<file path="config.mk">
export PLATFORM = sky130hd
export DESIGN_NAME = stove_heat_scheduler
export DESIGN_NICKNAME = d
export VERILOG_FILES = /design/src/rtl/stove_pkg.sv /design/src/rtl/stove_slot_timer.sv /design/src/rtl/stove_heat_scheduler.sv
export SDC_FILE = /design/constraint.sdc
export NUM_CORES = 1
export LEC_CHECK = 0
export ABC_AREA = 1
export CAP_MARGIN = 5
export CORE_MARGIN = 2
export CORE_UTILIZATION = 53
export CTS_CLUSTER_DIAMETER = 200
export DETAILED_ROUTE_END_ITERATION = 7
export GPL_TIMING_DRIVEN = 0
export PLACE_DENSITY = 0.82
export RECOVER_POWER = 100
export SETUP_SLACK_MARGIN = 0.3
export SLEW_MARGIN = 20
export SYNTH_ARGS = -nofsm -noshare
export SYNTH_HDL_FRONTEND = slang
export SYNTH_SLANG_ARGS = --single-unit
</file>
<file path="constraint.sdc">
create_clock -name clk -period 2.5 [get_ports clk]
set_input_delay 0.5 -clock clk [delete_from_list [all_inputs] [get_ports clk]]
set_output_delay 0.5 -clock clk [all_outputs]
set_load 0.02 [all_outputs]
</file>
<file path="src/rtl/stove_pkg.sv">
// rtl/stove_pkg.sv - shared constants, types and level clamp for the stove heat scheduler
package stove_pkg;

  localparam int LEVEL_MAX       = 9;
  localparam int SLOTS_PER_FRAME = 9;

  localparam logic LEFT  = 1'b0;
  localparam logic RIGHT = 1'b1;

  typedef enum logic [0:0] {
    ST_IDLE = 1'b0,
    ST_RUN  = 1'b1
  } sched_state_e;

  typedef logic [3:0] level_t;

  function automatic level_t clamp_level(input level_t lvl);
    return (lvl > level_t'(LEVEL_MAX)) ? level_t'(LEVEL_MAX) : lvl;
  endfunction

endpackage

</file>
<file path="src/rtl/stove_slot_timer.sv">
// rtl/stove_slot_timer.sv - slot length counter, ticks in the last cycle of each slot
module stove_slot_timer #(
  parameter int SLOT_CYCLES = 5_000_000
) (
  input  logic clk,
  input  logic async_nreset,
  input  logic run,
  output logic slot_tick
);

  localparam int            CW   = (SLOT_CYCLES > 1) ? $clog2(SLOT_CYCLES) : 1;
  localparam logic [CW-1:0] LAST = CW'(SLOT_CYCLES - 1);

  logic [CW-1:0] cnt_q, cnt_d;

  always_comb begin
    cnt_d     = cnt_q;
    slot_tick = 1'b0;
    if (!run) begin
      cnt_d = '0;
    end else if (cnt_q == LAST) begin
      cnt_d     = '0;
      slot_tick = 1'b1;
    end else begin
      cnt_d = cnt_q + CW'(1);
    end
  end

  always_ff @(posedge clk or negedge async_nreset) begin
    if (!async_nreset) begin
      cnt_q <= '0;
    end else begin
      cnt_q <= cnt_d;
    end
  end

endmodule

</file>
<file path="src/rtl/stove_heat_scheduler.sv">
// rtl/stove_heat_scheduler.sv - 9-slot burner frame scheduler with round-robin overload arbitration
// Optional STOVE_SCHED_SOFTSTART_EN: latched levels rise by at most one step per frame.
module stove_heat_scheduler
  import stove_pkg::*;
#(
  parameter int SLOT_CYCLES = 5_000_000,
  parameter int MAX_ON      = 1
) (
  input  logic       clk,
  input  logic       async_nreset,
  input  logic       enable,
  input  logic [3:0] level_l,
  input  logic [3:0] level_r,
  output logic       heat_l,
  output logic       heat_r,
  output logic       frame_start,
  output logic [3:0] slot_idx,
  output logic       overload
);

  sched_state_e state_q, state_d;
  level_t       slot_q, slot_d;
  level_t       lat_l_q, lat_l_d, lat_r_q, lat_r_d;
  level_t       srv_l_q, srv_l_d, srv_r_q, srv_r_d;
  logic         ptr_q, ptr_d;
  logic         heat_l_q, heat_l_d, heat_r_q, heat_r_d;
  logic         frame_start_q, frame_start_d;
  logic         overload_q, overload_d;

  logic         run, slot_tick, frame_begin, slot_adv;
  level_t       lvl_l_c, lvl_r_c, lat_l_new, lat_r_new, lat_l_eff, lat_r_eff;
  level_t       srv_l_base, srv_r_base;
  logic         need_l, need_r, ptr_base, grant_l, grant_r, ptr_next;
  logic [4:0]   lat_sum;
  logic         overload_new;

  assign run = (state_q == ST_RUN) && enable;

  stove_slot_timer #(
    .SLOT_CYCLES(SLOT_CYCLES)
  ) u_slot_timer (
    .clk         (clk),
    .async_nreset(async_nreset),
    .run         (run),
    .slot_tick   (slot_tick)
  );

  assign lvl_l_c = clamp_level(level_l);
  assign lvl_r_c = clamp_level(level_r);

`ifdef STOVE_SCHED_SOFTSTART_EN
  assign lat_l_new = (lvl_l_c > lat_l_q + 4'd1) ? lat_l_q + 4'd1 : lvl_l_c;
  assign lat_r_new = (lvl_r_c > lat_r_q + 4'd1) ? lat_r_q + 4'd1 : lvl_r_c;
`else
  assign lat_l_new = lvl_l_c;
  assign lat_r_new = lvl_r_c;
`endif

  assign frame_begin = enable && ((state_q == ST_IDLE) ||
                       (slot_tick && (slot_q == level_t'(SLOTS_PER_FRAME - 1))));
  assign slot_adv    = enable && slot_tick;

  // Decisions for the next slot use the served counts including the slot now ending.
  assign lat_l_eff  = frame_begin ? lat_l_new : lat_l_q;
  assign lat_r_eff  = frame_begin ? lat_r_new : lat_r_q;
  assign srv_l_base = frame_begin ? '0 : srv_l_q + {3'b000, heat_l_q};
  assign srv_r_base = frame_begin ? '0 : srv_r_q + {3'b000, heat_r_q};
  assign ptr_base   = frame_begin ? LEFT : ptr_q;
  assign need_l     = srv_l_base < lat_l_eff;
  assign need_r     = srv_r_base < lat_r_eff;

  always_comb begin
    grant_l  = need_l;
    grant_r  = need_r;
    ptr_next = ptr_base;
    if ((MAX_ON == 1) && need_l && need_r) begin
      grant_l  = (ptr_base == LEFT);
      grant_r  = (ptr_base == RIGHT);
      ptr_next = ~ptr_base;
    end
  end

  assign lat_sum      = {1'b0, lat_l_eff} + {1'b0, lat_r_eff};
  assign overload_new = (MAX_ON == 1) && (lat_sum > 5'd9);

  always_comb begin
    state_d       = state_q;
    slot_d        = slot_q;
    lat_l_d       = lat_l_q;
    lat_r_d       = lat_r_q;
    srv_l_d       = srv_l_q;
    srv_r_d       = srv_r_q;
    ptr_d         = ptr_q;
    heat_l_d      = heat_l_q;
    heat_r_d      = heat_r_q;
    frame_start_d = 1'b0;
    overload_d    = overload_q;
    if (!enable) begin
      state_d    = ST_IDLE;
      slot_d     = '0;
      lat_l_d    = '0;
      lat_r_d    = '0;
      srv_l_d    = '0;
      srv_r_d    = '0;
      ptr_d      = LEFT;
      heat_l_d   = 1'b0;
      heat_r_d   = 1'b0;
      overload_d = 1'b0;
    end else if (frame_begin || slot_adv) begin
      state_d       = ST_RUN;
      slot_d        = frame_begin ? '0 : slot_q + 4'd1;
      lat_l_d       = lat_l_eff;
      lat_r_d       = lat_r_eff;
      srv_l_d       = srv_l_base;
      srv_r_d       = srv_r_base;
      ptr_d         = ptr_next;
      heat_l_d      = grant_l;
      heat_r_d      = grant_r;
      frame_start_d = frame_begin;
      if (frame_begin) begin
        overload_d = overload_new;
      end
    end
  end

  always_ff @(posedge clk or negedge async_nreset) begin
    if (!async_nreset) begin
      state_q       <= ST_IDLE;
      slot_q        <= '0;
      lat_l_q       <= '0;
      lat_r_q       <= '0;
      srv_l_q       <= '0;
      srv_r_q       <= '0;
      ptr_q         <= LEFT;
      heat_l_q      <= 1'b0;
      heat_r_q      <= 1'b0;
      frame_start_q <= 1'b0;
      overload_q    <= 1'b0;
    end else begin
      state_q       <= state_d;
      slot_q        <= slot_d;
      lat_l_q       <= lat_l_d;
      lat_r_q       <= lat_r_d;
      srv_l_q       <= srv_l_d;
      srv_r_q       <= srv_r_d;
      ptr_q         <= ptr_d;
      heat_l_q      <= heat_l_d;
      heat_r_q      <= heat_r_d;
      frame_start_q <= frame_start_d;
      overload_q    <= overload_d;
    end
  end

  assign heat_l      = heat_l_q;
  assign heat_r      = heat_r_q;
  assign frame_start = frame_start_q;
  assign slot_idx    = slot_q;
  assign overload    = overload_q;

endmodule

</file>
==> run_results.csv <==
group,metric,value,unit
clock_tree,insertion_delay,320,ps
sta,fin_ws,-251,ps
setup_path,critPathCaptureType,"flop",
drt,wl_per_cell,18.8,um
clock_tree,htree_levels,2,
sta,hold_viol_final,0,
pwr,total_power,1.87,mW
sta,slew_headroom,0.188,
yosys,synth_cells,376,
setup_path,crit_required,2670,ps
drt,finalWirelength,9.78,mm
drt,ant_nets,0,
global_routing,antenna_found_initial,0,
yosys,synth_ff_type,"dfrtp_1",
global_routing,grt-ovfl-total,0,
min_path,hold_path.class,"input pin to async pin",
drt,first_pass_iters,6,
die,fp.dieArea,5920,um^2
yosys,yosysTopAreaCellShare,0.435,
sta,setup_violations,34,
sta,grt_setup_unrepaired,"true",
layout,layout_commonest_cell,"nand2_1",
clock_tree,clk_pin_slew_worst_paths,100,ps
clock_tree,cts_root_buf,"clkbuf_8",
yosys,synth_area_leaders,"dfrtp_1 43%, nand2_1 12%, ha_1 6.7%, inv_1 6.7%, nor2_1 6.1%",
setup_path,criticalPathCategory,"flop to flop",
placed_design,dpl.hpwl,4.71,mm
layout,layout-drive-gt1-share,0.339,
die,core,5110,um^2
sta,finalCritPeriodShare,1.10,
setup_path,start_kind,"flop",
pwr,cellLeakagePower,1.91,nW
setup_path,crit_path_max_fanout,10,
yosys,async_reset_ff_frac,1.00,
sta,clock.fmax,0.364,GHz
sta,drv_slew,0,
die,ios,19,
clock_tree,max-clock-path-buffers,2,
die,die_y,76.9,um
yosys,yosysSeqAreaShare,0.435,
status,status,"complete, but fails checks",
global_routing,track_usage,0.279,
global_routing,grt_max_degree,28,
sta,period_needed,2750,ps
drt,via_per_inst,6.00,
drt,dr_total_vias,3126,
yosys,synth_cell_types,29,
global_routing,grt_pass1_wl,13.1,mm
pwr,power_density,460,nW/um^2
pwr,ir_drop,412,uV
clock_tree,cts_buffers,5,
clock_tree,cts_sinks,49,
layout,fillCellCount,279,
layout,area_growth,44.2,%
die,rows,26,
yosys,synth_nets,402,
yosys,syn_avg_cell_area,7.50,um^2
die,die_x,76.9,um
placed_design,post-place-ws,-792,ps
run,maxCapViolations,0,
sta,worst_slew_pin_slew,1220,ps
yosys,synth-seq-cells,49,
yosys,yosysWarnings,0,
sta,fin_skew,12.1,ps
placed_design,io_buffers,18,
status,failed_checks,"setup timing",
drt,drt_iter0_markers,253,
placed_design,gp_congestion,0.904,
yosys,synth_edf_count,0,
layout,final_util,0.796,
drt,drc,0,
clock_tree,cts_tree,"built",
layout,final_nets,476,
setup_path,cp.arrival,2920,ps
yosys,synth_largest_area_cell,"dfrtp_1",
setup_path,worstRegToRegCells,12,
global_routing,grt_pass1_vias,2971,
die,initial_core_util,0.552,
layout,final_cell_mix,"63 x nand2_1, 45 x dfrtp_1, 39 x buf_4, 37 x inv_1, 37 x nor2_1",
layout,diodes,0,
yosys,netlist_area,2820,um^2
## cells by family (layout without fill, tap and decap cells)
family | after synthesis | in the layout | synth area share
buf+inv | 64 | 139 | 0.0874
compound gates | 47 | 47 | 0.0910
fa+ha+maj | 15 | 15 | 0.0665
xor+xnor | 7 | 7 | 0.0217
flops | 49 | 49 | 0.435
simple gates | 194 | 194 | 0.299
## worst paths after layout
kind | slack, ps | start | end
worst min register to register | 500 | ptr_q | ptr_q
min in group clk | 500 | ptr_q | ptr_q
worst min-delay path | 410 | async_nreset | u_slot_timer.cnt_q[9]
worst max register to register | -250 | u_slot_timer.cnt_q[0] | srv_l_q[1]
max in group asynchronous | 750 | async_nreset | u_slot_timer.cnt_q[14]
worst max-delay path | -250 | u_slot_timer.cnt_q[0] | srv_l_q[1]
## flip-flops by register name, indices dropped and copies added, names as in the netlist
name,flops
heat_r,1
srv_r_q,4
ptr_q,1
frame_start,1
heat_l,1
srv_l_q,4
lat_r_q,4
state_q,1
slot_idx,4
overload,1
lat_l_q,4
u_slot_timer.cnt_q,23
## critical path, stage by stage (launching register included)
cell and delay (ps):
dfrtp_1 460, ha_4 190, nand3_4 90, buf_4 160
nor4_1 290, nand3_1 220, nor2_1 300, nor2_2 150
nand2_1 260, inv_2 70, buf_2 200, nand2_1 90
o21ai_0 110
## synth_stat cells, types with 2 or more instances
cell,count
ha_1,15
nand4_1,6
clkinv_1,2
nand2_1,87
buf_2,5
a21oi_1,22
nor4_1,8
xor2_1,6
nand2_2,3
clkbuf_1,2
nor2_1,46
a22o_1,2
inv_1,50
inv_2,5
o21ai_0,18
nand3b_1,3
nand3_1,28
nor3_1,9
dfrtp_1,49
## layout make-up
| class | count | area, um^2 | share of cell area |
|---|---|---|---|
| plain buffers | 7 | 55.1 | 0.0135 |
| clock buffers | 6 | 82.6 | 0.0203 |
| clock inverters | 2 | 37.5 | 0.00923 |
| inverters | 57 | 229 | 0.0563 |
| multi-input cells | 263 | 1760 | 0.434 |
| flip-flops and latches | 49 | 1230 | 0.303 |
| well taps | 70 | 87.6 | 0.0215 |
| repair buffers | 67 | 581 | 0.143 |
## routing by layer
metal,vias to the layer above,part of all wire,GRT usage
met5,-,0,0
met4,0,0.078,0.122
met3,91,0.067,0.0494
met2,210,0.51,0.519
met1,1466,0.34,0.307
li1,1359,-,-
## power breakdown
part           total, mW  leakage, nW  switching (mW)  internal (mW)
sequential         0.831        0.666          0.0171          0.814
combinational      0.411         1.19           0.237          0.174
clock              0.629       0.0574           0.303          0.326
total               1.87         1.91           0.556           1.31
## metrics by stage
step                instances  hold slack (ps)  TNS, ps  cell area (um^2)
floorplan                 376              204        0              2860
global placement          464              448   -39540              3130
detailed placement        465              465   -15530              3150
CTS                       505              174        0              3680
global route              521              505    -7840              4070
finish                    521              405    -4600              4070
## what timing repair did
item	CTS	global route
buffers inserted	31	16
resized for setup	50	75
pin swaps	25	36
endpoints found under the setup margin	35	36
cloned	1	0
hold buffers	0	0
(Power assumes the default switching activity.)
